$ cat config.mk
export PLATFORM = sky130hd
export DESIGN_NAME = inputport_mc
export DESIGN_NICKNAME = d
export VERILOG_FILES = /design/src/rtl/inputport_mc.sv
export SDC_FILE = /design/constraint.sdc
export NUM_CORES = 1
export LEC_CHECK = 0
export ABC_AREA = 1
export CORE_MARGIN = 5
export CORE_UTILIZATION = 50
export CTS_CLUSTER_DIAMETER = 80
export CTS_CLUSTER_SIZE = 16
export DETAILED_ROUTE_END_ITERATION = 10
export GPL_TIMING_DRIVEN = 0
export PLACE_DENSITY = 0.83
export SYNTH_ARGS = -nofsm -noshare
export SYNTH_HDL_FRONTEND = slang
export SYNTH_SLANG_ARGS = --single-unit
$ cat constraint.sdc
create_clock -name clk_inputport -period 3.7 [get_ports clk_inputport]
set_input_delay 1.11 -clock clk_inputport [delete_from_list [all_inputs] [get_ports clk_inputport]]
set_output_delay 1.11 -clock clk_inputport [all_outputs]
set_load 0.02 [all_outputs]
$ cat src/rtl/inputport_mc.sv
// inputport_mc: multi-channel clocked input port.
// Each channel takes a 4-phase bundled-data handshake (req/ack_ip + data),
// synchronises req, buffers words in a per-channel FIFO and holds ack_ip low
// while that FIFO is full. The FIFOs are merged by a round-robin arbiter onto a
// single valid/ready stream. Once a word is offered and stalled, the offering
// channel is locked so dout/dch stay stable until the transfer.
// Optional feature: define INPUTPORT_STALL_CNT_EN to build the saturating
// backpressure counter on stall_cnt; otherwise stall_cnt is tied to zero.
module inputport_mc #(
  parameter  int CHANNELS    = 2,
  parameter  int DATA_W      = 8,
  parameter  int DEPTH       = 4,
  parameter  int SYNC_STAGES = 2,
  localparam int CW          = (CHANNELS > 1) ? $clog2(CHANNELS) : 1
) (
  input  logic                         clk_inputport,
  input  logic                         rstn,
  input  logic [CHANNELS-1:0]          req,
  input  logic [CHANNELS*DATA_W-1:0]   data,
  output logic [CHANNELS-1:0]          ack_ip,
  output logic                         valid,
  input  logic                         ready,
  output logic [DATA_W-1:0]            dout,
  output logic [CW-1:0]                dch,
  output logic [15:0]                  stall_cnt
);

  localparam int            AW      = $clog2(DEPTH);
  localparam logic [AW:0]   PTR_ONE = {{AW{1'b0}}, 1'b1};
  localparam logic [CW-1:0] CH_ONE  = {{(CW-1){1'b0}}, 1'b1};
  localparam logic [CW-1:0] CH_LAST = CW'(CHANNELS - 1);

  // Synchroniser chains, acknowledge flags and FIFO storage/pointers.
  logic [CHANNELS-1:0][SYNC_STAGES-1:0]   sync_q;
  logic [CHANNELS-1:0]                    ack_q;
  logic [CHANNELS-1:0][AW:0]              wptr_q;
  logic [CHANNELS-1:0][AW:0]              rptr_q;
  logic [CHANNELS-1:0][DEPTH-1:0][DATA_W-1:0] mem_q;

  // Arbiter state: grant pointer and stall lock.
  logic [CW-1:0] g_q, g_d;
  logic          lock_q, lock_d;
  logic [CW-1:0] lock_ch_q, lock_ch_d;

  // Per-channel status and control.
  logic [CHANNELS-1:0] rs_s;
  logic [CHANNELS-1:0] full_s;
  logic [CHANNELS-1:0] empty_s;
  logic [CHANNELS-1:0] cap_s;
  logic [CHANNELS-1:0] pop_s;

  logic          valid_s;
  logic          xfer_s;
  logic [CW-1:0] sel_s;

  // Per-channel synchronised request, FIFO status and capture decision.
  // Full is judged on the registered pointers, i.e. before any same-cycle pop.
  always_comb begin
    rs_s    = '0;
    full_s  = '0;
    empty_s = '0;
    cap_s   = '0;
    for (int i = 0; i < CHANNELS; i++) begin
      rs_s[i]    = sync_q[i][SYNC_STAGES-1];
      empty_s[i] = (wptr_q[i] == rptr_q[i]);
      full_s[i]  = (wptr_q[i][AW] != rptr_q[i][AW]) &&
                   (wptr_q[i][AW-1:0] == rptr_q[i][AW-1:0]);
      cap_s[i]   = rs_s[i] & ~ack_q[i] & ~full_s[i];
    end
  end

  // Channel selection: the locked channel if any, else the first non-empty
  // FIFO scanning upward from the grant pointer with wrap-around.
  always_comb begin : arb_sel
    int  idx;
    logic found;
    idx     = 0;
    found   = 1'b0;
    sel_s   = '0;
    valid_s = |(~empty_s);
    if (lock_q) begin
      sel_s = lock_ch_q;
    end else begin
      for (int k = 0; k < CHANNELS; k++) begin
        idx = (int'(g_q) + k) % CHANNELS;
        if (!found && !empty_s[idx]) begin
          sel_s = CW'(idx);
          found = 1'b1;
        end else begin
          found = found;
        end
      end
    end
  end

  // Transfer handshake and per-channel pop strobes.
  always_comb begin
    xfer_s = valid_s & ready;
    pop_s  = '0;
    for (int i = 0; i < CHANNELS; i++) begin
      pop_s[i] = xfer_s && (sel_s == CW'(i));
    end
  end

  // Next grant pointer and lock: lock while stalled, release and advance on transfer.
  always_comb begin
    g_d       = g_q;
    lock_d    = lock_q;
    lock_ch_d = lock_ch_q;
    if (xfer_s) begin
      g_d       = (sel_s == CH_LAST) ? '0 : (sel_s + CH_ONE);
      lock_d    = 1'b0;
      lock_ch_d = '0;
    end else if (valid_s) begin
      lock_d    = 1'b1;
      lock_ch_d = sel_s;
    end else begin
      lock_d    = 1'b0;
      lock_ch_d = '0;
    end
  end

  // Synchronisers, acknowledges and FIFO pointers; reset drops ack and empties FIFOs.
  always_ff @(posedge clk_inputport or negedge rstn) begin
    if (!rstn) begin
      sync_q <= '0;
      ack_q  <= '0;
      wptr_q <= '0;
      rptr_q <= '0;
    end else begin
      for (int i = 0; i < CHANNELS; i++) begin
        sync_q[i] <= {sync_q[i][SYNC_STAGES-2:0], req[i]};
        if (cap_s[i]) begin
          ack_q[i] <= 1'b1;
        end else if (!rs_s[i]) begin
          ack_q[i] <= 1'b0;
        end else begin
          ack_q[i] <= ack_q[i];
        end
        if (cap_s[i]) begin
          wptr_q[i] <= wptr_q[i] + PTR_ONE;
        end else begin
          wptr_q[i] <= wptr_q[i];
        end
        if (pop_s[i]) begin
          rptr_q[i] <= rptr_q[i] + PTR_ONE;
        end else begin
          rptr_q[i] <= rptr_q[i];
        end
      end
    end
  end

  // FIFO storage write; contents need no reset because the pointers define validity.
  always_ff @(posedge clk_inputport) begin
    for (int i = 0; i < CHANNELS; i++) begin
      if (cap_s[i]) begin
        mem_q[i][wptr_q[i][AW-1:0]] <= data[i*DATA_W +: DATA_W];
      end
    end
  end

  // Arbiter state register.
  always_ff @(posedge clk_inputport or negedge rstn) begin
    if (!rstn) begin
      g_q       <= '0;
      lock_q    <= 1'b0;
      lock_ch_q <= '0;
    end else begin
      g_q       <= g_d;
      lock_q    <= lock_d;
      lock_ch_q <= lock_ch_d;
    end
  end

  assign ack_ip = ack_q;
  assign valid  = valid_s;
  assign dout   = valid_s ? mem_q[sel_s][rptr_q[sel_s][AW-1:0]] : {DATA_W{1'b0}};
  assign dch    = valid_s ? sel_s : {CW{1'b0}};

`ifdef INPUTPORT_STALL_CNT_EN
  logic [15:0] stall_q;
  logic        stall_ev_s;

  // A stall is a sender held off by a full FIFO, or an output word not taken.
  assign stall_ev_s = (|(rs_s & ~ack_q & full_s)) | (valid_s & ~ready);

  // Saturating backpressure counter, cleared only by reset.
  always_ff @(posedge clk_inputport or negedge rstn) begin
    if (!rstn) begin
      stall_q <= 16'h0000;
    end else if (stall_ev_s && (stall_q != 16'hFFFF)) begin
      stall_q <= stall_q + 16'h0001;
    end else begin
      stall_q <= stall_q;
    end
  end

  assign stall_cnt = stall_q;
`else
  assign stall_cnt = 16'h0000;
`endif

endmodule

Word-level counts from Yosys, hierarchy flattened
Cells that the tools add are included.

word-level totals
  register bits = 85
  output and inout bits = 28
  word-level logic and storage cells = 95

operators by class
  reductions and logical operators = 10
  $add $sub $neg = 6
  bitwise gates (word level) = 12
  order comparisons = 8
  muxes and demuxes = 32
  eq/ne operators = 8

operators by type and width
  kind                                                                                  number
  32-bit bitwise mux                                                                    2
  32-bit two-way mux                                                                    2
  8-bit demux with 2-bit select                                                         2
  8-bit two-way mux                                                                     4
  1-bit two-way mux                                                                     19
  8-bit binary-select mux with 2-bit select                                             1
  3-bit by 1-bit adder with 3-bit output (second input constant)                        4
  2-bit by 3-bit less-than comparator with 1-bit output (second input constant)         4
  1-bit logical AND                                                                     7
  3-bit == test                                                                         2
  1-bit bitwise AND                                                                     5
  1-bit inverter                                                                        5
  2-bit == test                                                                         2
  2-bit by 1-bit greater-or-equal comparator with 1-bit output (second input constant)  2
  1-bit by 2-bit less-than comparator with 1-bit output (second input constant)         2
  2-bit two-way mux                                                                     2
  2-bit by 1-bit != test with 1-bit output (second input constant)                      2
  1-bit adder (second input constant)                                                   2
  1-bit logical NOT                                                                     2
  1-bit != test                                                                         2
  2-bit inverter                                                                        1
  2-bit OR reduction                                                                    1
  1-bit bitwise AND (first input constant)                                              1

Longest topological paths before layout
Gate-level depths: netlist (run 1).

  depth after elaboration = 14
  depth in mapped cells = 17
  gate-level depth less buffers = 15

Least setup slack after synthesis (run 1)
No wires, ideal clock.

  path kind = input port to output port
  start = in wptr_q[3] (netlist name)
  end = out dout[3]
  stages = 15
  data required time = 2.590 ns
  path slack = 0.820 ns
  arrival time = 1.770 ns
  path through = dfrtp_1 inv_2 nand2_1 nand2_2 nand3_2 nand2_2 inv_2 nand2_4 nand2_2 buf_6 o21ai_4 inv_2 nand2_1 nor2_1 nor2_1

on the way
  longest elaborated chain between the ends = 14
  elaborated cells between the ends (all ways) = 23
  classes of those cells = 1 x eq/ne; 17 x mux; 1 x bitwise; 4 x reduce/logical

ends and longest elaborated chain
  item                                                                                               line  RTL
  start: declaration                                                                                 36    logic [CHANNELS-1:0][AW:0] wptr_q;
  3-bit == test *                                                                                    65    empty_s[i] = (wptr_q[i] == rptr_q[i]);
  1-bit two-way mux (implied by the code) (2 in a row)                                               86    if (!found && !empty_s[idx]) begin
  1-bit two-way mux                                                                                  86
  1-bit two-way mux                                                                                  81    if (lock_q) begin
  1-bit logical NOT                                                                                  86
  1-bit logical AND                                                                                  86
  1-bit two-way mux                                                                                  86
  1-bit two-way mux                                                                                  81
  32-bit two-way mux (implied by the code) / 2-bit two-way mux (equally long branches) (2 in a row)  178   assign dout = valid_s ? mem_q[sel_s][rptr_q[sel_s][AW-1:0]] : {DATA_W{1'b0}};
  8-bit binary-select mux with 2-bit select                                                          178
  8-bit two-way mux (implied by the code)                                                            178
  8-bit two-way mux *                                                                                178
  end: declaration                                                                                   23    output logic [DATA_W-1:0] dout,

Every way passes the cells marked *; elsewhere a longest branch is shown, timed or not. The select of a mux whose other input is x is not followed.

Worst setup path after layout (run 1)
  start = in wptr_q[3] (netlist name)
  end = out dout[6]

Same word-level chain as after synthesis.

==> impl_metrics.json, run 1 <==
{
  "outcome": "completed",
  "initial_utilization_pct": 50.4,
  "intPower_mw": 2.22,
  "swShare_pct": 42.3,
  "num_io_pins": 49,
  "clkTransAtPathRegs_ns": 0.08,
  "critPathArrivalTime_ns": 2.38,
  "cpMostUsedCell": "nand2_1",
  "drtPass1Iterations": 4,
  "drcViolationCount": 0,
  "yosysSeqAreaShare_pct": 60.0,
  "clock.fmax_mhz": 287,
  "rows": 33,
  "die_h_um": 100,
  "drt_iter0_drc": 169,
  "critPathMaxFanout": 10,
  "area_delta_synth_final_pct": 17.4,
  "grt_pass1_vias": 2878,
  "worstPathRequired_ns": 2.59,
  "ant_nets": 0,
  "antenna_cells": 0,
  "crit_buf_inv": 6,
  "crit_family": "simple AND/OR/NAND/NOR gates",
  "worstRegToRegCells": 6,
  "total_leakage_power_nw": 2.25,
  "cts_tree": "done",
  "clk_path_buf_depth": 2,
  "viasPerCell": 4.80,
  "portBuffers": 32,
  "power_density_mw_per_mm2": 805,
  "cp-end-kind": "primary output",
  "slew_headroom_pct": 39.9,
  "worst_slew_pin_slew_ns": 0.899,
  "grt_max_degree": 22,
  "final_cell_mix": "nand2_1, edfxtp_1, inv_1",
  "criticalPathCategory": "register to primary output",
  "clockPowerShare_pct": 18.6,
  "layout_commonest_cell": "nand2_1",
  "fin_crit_sh_pct": 94.2,
  "routed_wl_um": 8020,
  "cts_buffers": 9,
  "synth_cells": 420,
  "slowest_stage": "dfrtp_1",
  "ir_worst_vdd_mv": 0.622,
  "die_x_um": 100,
  "hold_viol": 0,
  "dp_hpwl_um": 5960,
  "ys_ff_latch": 85,
  "die_area_mm2": 0.0101,
  "synth_area_per_cell_um2": 9.71,
  "synth_cell_types": 26,
  "rsz0062_at_grt": "false",
  "slew_viol_final": 0,
  "antenna_found_initial": 0,
  "r2r_slack_ns": 1.65,
  "period_needed_ns": 3.49,
  "fin_setup_tns_ns": 0,
  "place_area_mm2": 0.00458,
  "vias": 2828,
  "synth_area_mm2": 0.00408,
  "cp_cell_sequence": "inv_2, nand2_1, nand2_2, nand3_2, nand2_2, inv_2, nand2_4, nand2_2, buf_6, inv_2, buf_6, nand2_1, nand2_1, nand2_1, nand2_1, nor2_1, nor2_1, buf_2",
  "power_mw": 3.85,
  "dpl_worst_slack_ns": 0.0861,
  "r2r_start": "wptr_q[0]$_DFFE_PN0P_",
  "p_seq_share_pct": 34.1,
  "h-tree-depth": 3,
  "final.setup.worst_slack_ns": 0.215,
  "core-area_mm2": 0.00809,
  "cts-root-buf": "clkbuf_8",
  "utilization_pct": 59.1,
  "timing.critical_path.from": "wptr_q[3]$_DFFE_PN0P_",
  "cts.sink_count": 85,
  "switchingPower_mw": 1.63,
  "report.final.setup_viol": 0,
  "worst_r2r_endpoint": "mem_q[31]$_DFFE_PP_",
  "gp_congestion": 0.923,
  "layout.nets": 510,
  "endpoint": "dout[6]",
  "grt_pass1_wl_um": 12800,
  "globalRouteOverflowTotal": 0,
  "startpoint_type": "register",
  "cp.depth": 18,
  "maxCapViolations": 0,
  "layout-drive-gt1-share_pct": 14.9,
  "finish.instance_area_mm2": 0.00478,
  "wire_per_inst_um": 13.6,
  "yosys_warnings": 0,
  "hold_path.class": "register to register",
  "clock_latency_ns": 0.35,
  "critPathMaxStageDelay_ns": 0.43,
  "skew_ns": 0.00754,
  "comb_power_share_pct": 47.3,
  "grt_use_total_pct": 16.8
}
-- layer usage --
layer	global-route usage (%)	wire, um	vias up
met5	0	0	-
met4	9.84	287	0
met3	3.34	551	25
met2	27.3	3840	100
met1	20.7	3340	1302
li1	-	-	1401
-- worst min-delay path by stage --
stage                                   start                end  cells past startpoint
after floorplan           sync_q[0]$_DFF_PN0_  rs_s[0]$_DFF_PN0_                      0
after global placement    sync_q[0]$_DFF_PN0_  rs_s[0]$_DFF_PN0_                      0
after detailed placement  sync_q[0]$_DFF_PN0_  rs_s[0]$_DFF_PN0_                      0
after CTS                 sync_q[0]$_DFF_PN0_  rs_s[0]$_DFF_PN0_                      0
after global routing      sync_q[0]$_DFF_PN0_  rs_s[0]$_DFF_PN0_                      0
final                     sync_q[0]$_DFF_PN0_  rs_s[0]$_DFF_PN0_                      0
-- power by group through the flow --
| stage | registers (mW) | clock network, mW | logic [mW] |
|---|---|---|---|
| floorplan | 1.31 | 0 | 1.31 |
| global placement | 1.32 | 0 | 1.83 |
| detailed placement | 1.33 | 0 | 1.89 |
| CTS | 1.31 | 0.733 | 1.85 |
| global route | 1.33 | 0.772 | 2.05 |
| finish | 1.31 | 0.718 | 1.82 |
-- synthesized netlist by cell type --
library cell	number	area [um^2]
o21a_1	2	15.0
a21oi_1	4	20.0
dfrtp_1	21	526
nand2_4	1	11.3
clkbuf_1	2	7.51
nand3_2	2	20.0
nand2_1	138	518
ha_1	10	125
nor2_1	40	150
inv_2	8	30.0
nand3b_1	10	75.1
buf_4	17	128
inv_1	50	188
nand3_1	12	60.1
clkinv_1	1	3.75
o21ai_0	9	45.0
o21ai_4	1	16.3
buf_6	5	56.3
nand2_2	8	50.1
nor3_1	1	5.00
buf_2	2	10.0
xor2_1	8	70.1
conb_1	1	3.75
edfxtp_1	64	1920
xnor2_1	1	8.76
nand4_1	2	12.5
-- repair_timing --
| action | 4_1_cts | 5_1_grt |
|---|---|---|
| endpoints found under the setup margin | 8 | 10 |
| buffers inserted | 1 | 0 |
| hold buffers | 0 | 0 |
| hold endpoints to repair | 0 | 0 |
| resized for setup | 13 | 17 |
| pin swaps | 1 | 0 |
-- flip-flops by register name, summed over array words and instances (netlist names) --
signal / count
sync_q: 2
wptr_q: 6
g_q: 1
ack_ip: 2
lock_q: 1
rs_s: 2
rptr_q: 6
lock_ch_q: 1
mem_q: 64
-- cells by family (layout without fill, tap and decap cells) --
| family | count (synthesis) | count (layout) | share of synthesized area, % |
|---|---|---|---|
| flops | 85 | 85 | 60.0 |
| fa+ha+maj | 10 | 10 | 3.07 |
| other cells | 1 | 16 | 0.0920 |
| xor+xnor | 9 | 9 | 1.93 |
| buf+inv | 85 | 134 | 10.4 |
| compound gates | 16 | 16 | 2.36 |
| simple gates | 214 | 214 | 22.1 |
-- layout make-up --
class | instances | area (um^2)
Clock inverter | 7 | 97.6
Buffer | 26 | 203
Clock buffer | 9 | 124
Timing Repair Buffer | 33 | 290
Inverter | 59 | 221
Fill cell | 669 | 3310
Tap cell | 105 | 131
Sequential cell | 85 | 2450
Multi-Input combinational cell | 265 | 1270
-- metrics by stage --
step | hold slack, ns | cells
2_1_floorplan | 0.331 | 435
3_3_place_gp | 0.336 | 572
3_5_place_dp | 0.340 | 572
4_1_cts | 0.360 | 589
5_1_grt | 0.377 | 589
6_report | 0.358 | 589
(Power assumes the default switching activity.)
==> run 2, diff against run 1 <==
--- a/config.mk
+++ b/config.mk
@@ -11,8 +11,9 @@
 export CTS_CLUSTER_DIAMETER = 80
 export CTS_CLUSTER_SIZE = 16
 export DETAILED_ROUTE_END_ITERATION = 10
+export DONT_BUFFER_PORTS = 1
 export GPL_TIMING_DRIVEN = 0
-export PLACE_DENSITY = 0.83
+export PLACE_DENSITY = 0.75
 export SYNTH_ARGS = -nofsm -noshare
 export SYNTH_HDL_FRONTEND = slang
 export SYNTH_SLANG_ARGS = --single-unit
==> run 2 against run 1 <==
- final cell count decreased by 5.6%
- die area stayed put
- global-route usage decreased by 0.50 points
- wire length shrank 3.4%
- clock skew increased by 0.00068 ns
- count of clock-buffer cells in the layout up 1
- total power down 2.2%
==> impl_metrics.json, run 2 (synthesis gave the netlist of run 1 again) <==
{
  "clock.fmax_mhz": 285,
  "cts-root-buf": "clkbuf_8",
  "die_h_um": 100,
  "rows": 33,
  "power_mw": 3.77,
  "gp_congestion": 0.882,
  "cts.sink_count": 85,
  "antenna_found_initial": 0,
  "die_area_mm2": 0.0101,
  "layout.nets": 477,
  "cts_tree": "done",
  "drtPass1Iterations": 4,
  "hold_viol": 0,
  "slew_viol_final": 0,
  "ir_worst_vdd_mv": 0.479,
  "intPower_mw": 2.19,
  "worstPathRequired_ns": 2.59,
  "grt_use_total_pct": 16.2,
  "critPathArrivalTime_ns": 2.40,
  "rsz0062_at_grt": "false",
  "clkTransAtPathRegs_ns": 0.07,
  "grt_pass1_vias": 2634,
  "wire_per_inst_um": 13.9,
  "maxCapViolations": 0,
  "drcViolationCount": 0,
  "period_needed_ns": 3.51,
  "final.setup.worst_slack_ns": 0.188,
  "layout_commonest_cell": "nand2_1",
  "n_fill_cell": 723,
  "p_seq_share_pct": 34.9,
  "criticalPathCategory": "register to primary output",
  "outcome": "completed",
  "critPathMaxFanout": 10,
  "portBuffers": 0,
  "core-area_mm2": 0.00809,
  "clock_latency_ns": 0.34,
  "switchingPower_mw": 1.58,
  "area_delta_synth_final_pct": 11.1,
  "report.final.setup_viol": 0,
  "startpoint_type": "register",
  "total_leakage_power_nw": 2.12,
  "slew_headroom_pct": 41.2,
  "final_cell_mix": "nand2_1, edfxtp_1, inv_1",
  "initial_utilization_pct": 50.4,
  "viasPerCell": 4.80,
  "dpl_worst_slack_ns": 0.447,
  "ant_nets": 0,
  "num_io_pins": 49,
  "h-tree-depth": 3,
  "cts_buffers": 9,
  "swShare_pct": 42.0,
  "die_x_um": 100,
  "grt_pass1_wl_um": 12400,
  "layout-drive-gt1-share_pct": 15.1,
  "skew_ns": 0.00822,
  "fin_setup_tns_ns": 0,
  "globalRouteOverflowTotal": 0,
  "hold_path.class": "register to register",
  "antenna_cells": 0,
  "clk_path_buf_depth": 2,
  "routed_wl_um": 7750,
  "vias": 2670,
  "cp-end-kind": "primary output",
  "clockPowerShare_pct": 20.1,
  "power_density_mw_per_mm2": 832,
  "dp_hpwl_um": 5870,
  "drt_iter0_drc": 158,
  "largest_register_ffs": 64,
  "grt_max_degree": 22,
  "fin_crit_sh_pct": 94.9,
  "comb_power_share_pct": 44.9,
  "worst_slew_pin_slew_ns": 0.879
}
## run 2: cell types whose count changed in the layout (fill, tap and decap cells not counted), moves of 2 or more
cell             before  now
clkbuf_2              7    1
clkdlybuf4s50_1      23    0
nor2_1               40   32
inv_6                 2    0
nor2_2                0    7
buf_2                 4    2
## run 2: final cells by class
class / count / area [um^2] / area share, %
multi-input cells: 265 / 1290 / 28.4
clock buffers: 10 / 128 / 2.82
flip-flops and latches: 85 / 2450 / 54.0
clock inverters: 6 / 111 / 2.46
inverters: 59 / 221 / 4.89
well taps: 105 / 131 / 2.90
plain buffers: 26 / 203 / 4.48
## run 2: metal layers
layer	routed length, um	track usage, %	share of wire [%]
met2	3860	27.3	50
met5	0	0	0
met1	3180	20.2	41
met3	593	4.31	7.7
met4	112	5.91	1.4
## run 2: critical path, stage by stage (launching register included)
cell and delay, ns:
dfrtp_1 0.42, inv_2 0.11, nand2_1 0.07, nand2_2 0.08
nand3_2 0.09, nand2_2 0.07, inv_2 0.04, nand2_4 0.11
nand2_2 0.07, buf_6 0.15, o21ai_4 0.27, inv_2 0.15
nand2_1 0.09, nor2_1 0.05, nor2_2 0.28
## run 2: power by group through the flow
stage                     clock network [mW]  registers [mW]  logic (mW)
after floorplan                            0            1.31        1.31
after global placement                     0            1.33        1.56
after detailed placement                   0            1.34        1.62
after CTS                              0.776            1.32        1.62
after global routing                   0.815            1.33        1.91
final                                  0.759            1.32        1.69
## run 2: stage by stage
stage	util [%]	hold WS (ns)	area, um^2	cells
after global routing	56.0	0.387	4530	556
after floorplan	-	0.331	4130	435
after CTS	55.6	0.366	4500	556
final	56.0	0.362	4530	556
after detailed placement	52.7	0.337	4260	540
after global placement	52.7	0.341	4260	540
## run 2: final timing paths
check                                      start                    end  slack, ns  cells after the start
max                        wptr_q[3]$_DFFE_PN0P_                dout[2]       0.19                     14
min                          sync_q[2]$_DFF_PN0_      rs_s[1]$_DFF_PN0_       0.36                      0
max reg2reg                wptr_q[0]$_DFFE_PN0P_    mem_q[25]$_DFFE_PP_       1.62                      6
min reg2reg                  sync_q[2]$_DFF_PN0_      rs_s[1]$_DFF_PN0_       0.36                      0
max in group asynchronous                   rstn  rptr_q[4]$_DFFE_PN0P_       3.17                      0
min in group asynchronous                   rstn      rs_s[0]$_DFF_PN0_       0.46                      0
## run 2: timing repair
item                       in CTS  in global routing
hold buffers                    0                  0
setup buffers                   0                  0
setup endpoints to repair       0                  8
gates resized for setup         0                 11
==> run 3, diff against run 2 <==
--- a/config.mk
+++ b/config.mk
@@ -6,7 +6,7 @@
 export NUM_CORES = 1
 export LEC_CHECK = 0
 export ABC_AREA = 1
-export CORE_MARGIN = 5
+export CORE_MARGIN = 4
 export CORE_UTILIZATION = 50
 export CTS_CLUSTER_DIAMETER = 80
 export CTS_CLUSTER_SIZE = 16
==> constraint.sdc (replaced) <==
create_clock -name clk_inputport -period 4.1 [get_ports clk_inputport]
set_input_delay 1.23 -clock clk_inputport [delete_from_list [all_inputs] [get_ports clk_inputport]]
set_output_delay 1.23 -clock clk_inputport [all_outputs]
set_load 0.02 [all_outputs]
==> run 3 against run 2 <==
- register-to-register slack better by 0.38 ns
- final cell count is 0.54% lower
- worst hold slack worse by 0.0017 ns
- flip-flop and latch count stayed put
- clock power is 29% lower
- utilization is 0.92 points higher
- design area is 1.9% lower
- wire length is 2.7% lower
==> impl_metrics.json, run 3 (synthesis gave the netlist of run 1 again) <==
{
  "outcome": "completed",
  "place_inst": 537,
  "layout.nets": 477,
  "worstRegToRegCells": 6,
  "cts.sink_count": 85,
  "layout_commonest_cell": "nand2_1",
  "power_density_mw_per_mm2": 715,
  "power_mw": 3.18,
  "maxCapViolations": 0,
  "hp-start": "sync_q[0]$_DFF_PN0_",
  "period_needed_ns": 3.76,
  "grtUsageMet2_pct": 28.4,
  "post_cts_resized": 0,
  "h-tree-depth": 3,
  "area_delta_synth_final_pct": 8.96,
  "multi_input_comb_area_mm2": 0.00126,
  "report.final.setup_viol": 0,
  "portBuffers": 0,
  "routed_wl_um": 7530,
  "drt_iter0_drc": 127,
  "die_h_um": 98.3,
  "grt_pass1_wl_um": 12100,
  "fin_setup_tns_ns": 0,
  "die_x_um": 98.3,
  "final_cell_mix": "nand2_1, edfxtp_1, inv_1",
  "grt_busiest_layer": "met2",
  "utilization_pct": 56.9,
  "total_leakage_power_nw": 2.08,
  "cp-end-kind": "primary output",
  "dpl_worst_slack_ns": 0.722,
  "slew_viol_final": 0,
  "r2r_slack_ns": 2.00,
  "grt_pass1_vias": 2677,
  "cts_setup_buffers": 0,
  "drcViolationCount": 0,
  "cts_buffers": 9,
  "criticalPathCategory": "register to primary output",
  "hold_viol": 0,
  "globalRouteOverflowTotal": 0,
  "clkTransAtPathRegs_ns": 0.08,
  "hold_depth": 0,
  "worstPathRequired_ns": 2.87,
  "fin_crit_sh_pct": 91.7,
  "worst_slew_pin_slew_ns": 0.905,
  "regArea_mm2": 0.00245,
  "clock.fmax_mhz": 266,
  "layout-drive-gt1-share_pct": 12.4,
  "hold_path.class": "register to register",
  "grtUsageMet3_pct": 6.57,
  "startpoint_type": "register",
  "critPathArrivalTime_ns": 2.53,
  "grt_use_total_pct": 16.2,
  "r2r_start": "wptr_q[3]$_DFFE_PN0P_",
  "largest_register_ffs": 64,
  "ant_nets": 0,
  "cts_tree": "done",
  "wire_per_inst_um": 13.6,
  "worst_r2r_endpoint": "mem_q[59]$_DFFE_PP_",
  "fin_cells": 553,
  "viasPerCell": 4.79,
  "antenna_found_initial": 0,
  "n_fill_cell": 692,
  "clock_latency_ns": 0.34,
  "hold_buffers": 0,
  "met1_usage_pct": 18.2,
  "critPathMaxFanout": 10,
  "rsz0062_at_grt": "false",
  "skew_ns": 0.00866,
  "die_area_mm2": 0.00966,
  "initial_utilization_pct": 52.2,
  "cts-root-buf": "clkbuf_8",
  "final.setup.worst_slack_ns": 0.340,
  "vias": 2650,
  "clk_path_buf_depth": 2,
  "antenna_cells": 0,
  "gp_congestion": 0.875,
  "dp_hpwl_um": 5870,
  "slew_headroom_pct": 39.4,
  "core-area_mm2": 0.00781,
  "grt_max_degree": 22,
  "hold_end": "rs_s[0]$_DFF_PN0_",
  "rows": 32,
  "drtPass1Iterations": 4,
  "num_io_pins": 49,
  "ir_worst_vdd_mv": 0.403
}
## run 3: stage by stage
stage | area [um^2] | hold WS, ns
after CTS | 4440 | 0.363
after global placement | 4260 | 0.340
after detailed placement | 4260 | 0.346
after floorplan | 4130 | 0.331
final | 4440 | 0.360
after global routing | 4440 | 0.376
## run 3: worst max-delay path by stage
stage | from | endpoint | slack, ns | cells after the start
floorplan | wptr_q[3]$_DFFE_PN0P_ | dout[3] | 1.10 | 14
global placement | wptr_q[3]$_DFFE_PN0P_ | dout[2] | 0.80 | 14
detailed placement | wptr_q[3]$_DFFE_PN0P_ | dout[2] | 0.72 | 14
CTS | wptr_q[3]$_DFFE_PN0P_ | dout[2] | 0.33 | 14
global route | rptr_q[4]$_DFFE_PN0P_ | dout[3] | 0.14 | 14
finish | wptr_q[3]$_DFFE_PN0P_ | dout[6] | 0.34 | 14
## run 3: layout make-up
cell class | count | share of cell area, %
clock buffers | 10 | 2.87
inverters | 59 | 4.99
well taps | 102 | 2.87
clock inverters | 6 | 1.21
plain buffers | 26 | 4.54
flip-flops and latches | 85 | 55.1
multi-input cells | 265 | 28.4
## run 3: worst max-delay path: stages (launching register included)
cell     delay [ns]
dfrtp_1        0.43
inv_2          0.11
nand2_1        0.07
nand2_2        0.07
nand3_2        0.09
nand2_2        0.07
inv_2          0.04
nand2_4        0.11
nand2_2        0.07
buf_6          0.15
o21ai_4        0.28
inv_2          0.15
nand2_1        0.10
nand2_1        0.05
nor2_1         0.38
## run 3: metal layers
layer / share of wire [%] / vias to the layer above
met2: 51 / 73
met4: 1.1 / 0
met3: 8.7 / 11
li1: - / 1332
met5: 0 / -
met1: 39 / 1234
## run 3: power breakdown
part / switching, mW / internal (mW) / leakage [nW]
sequential: 0.0927 / 1.10 / 0.825
combinational: 1.01 / 0.443 / 1.17
clock: 0.266 / 0.274 / 0.0888
total: 1.36 / 1.81 / 2.08
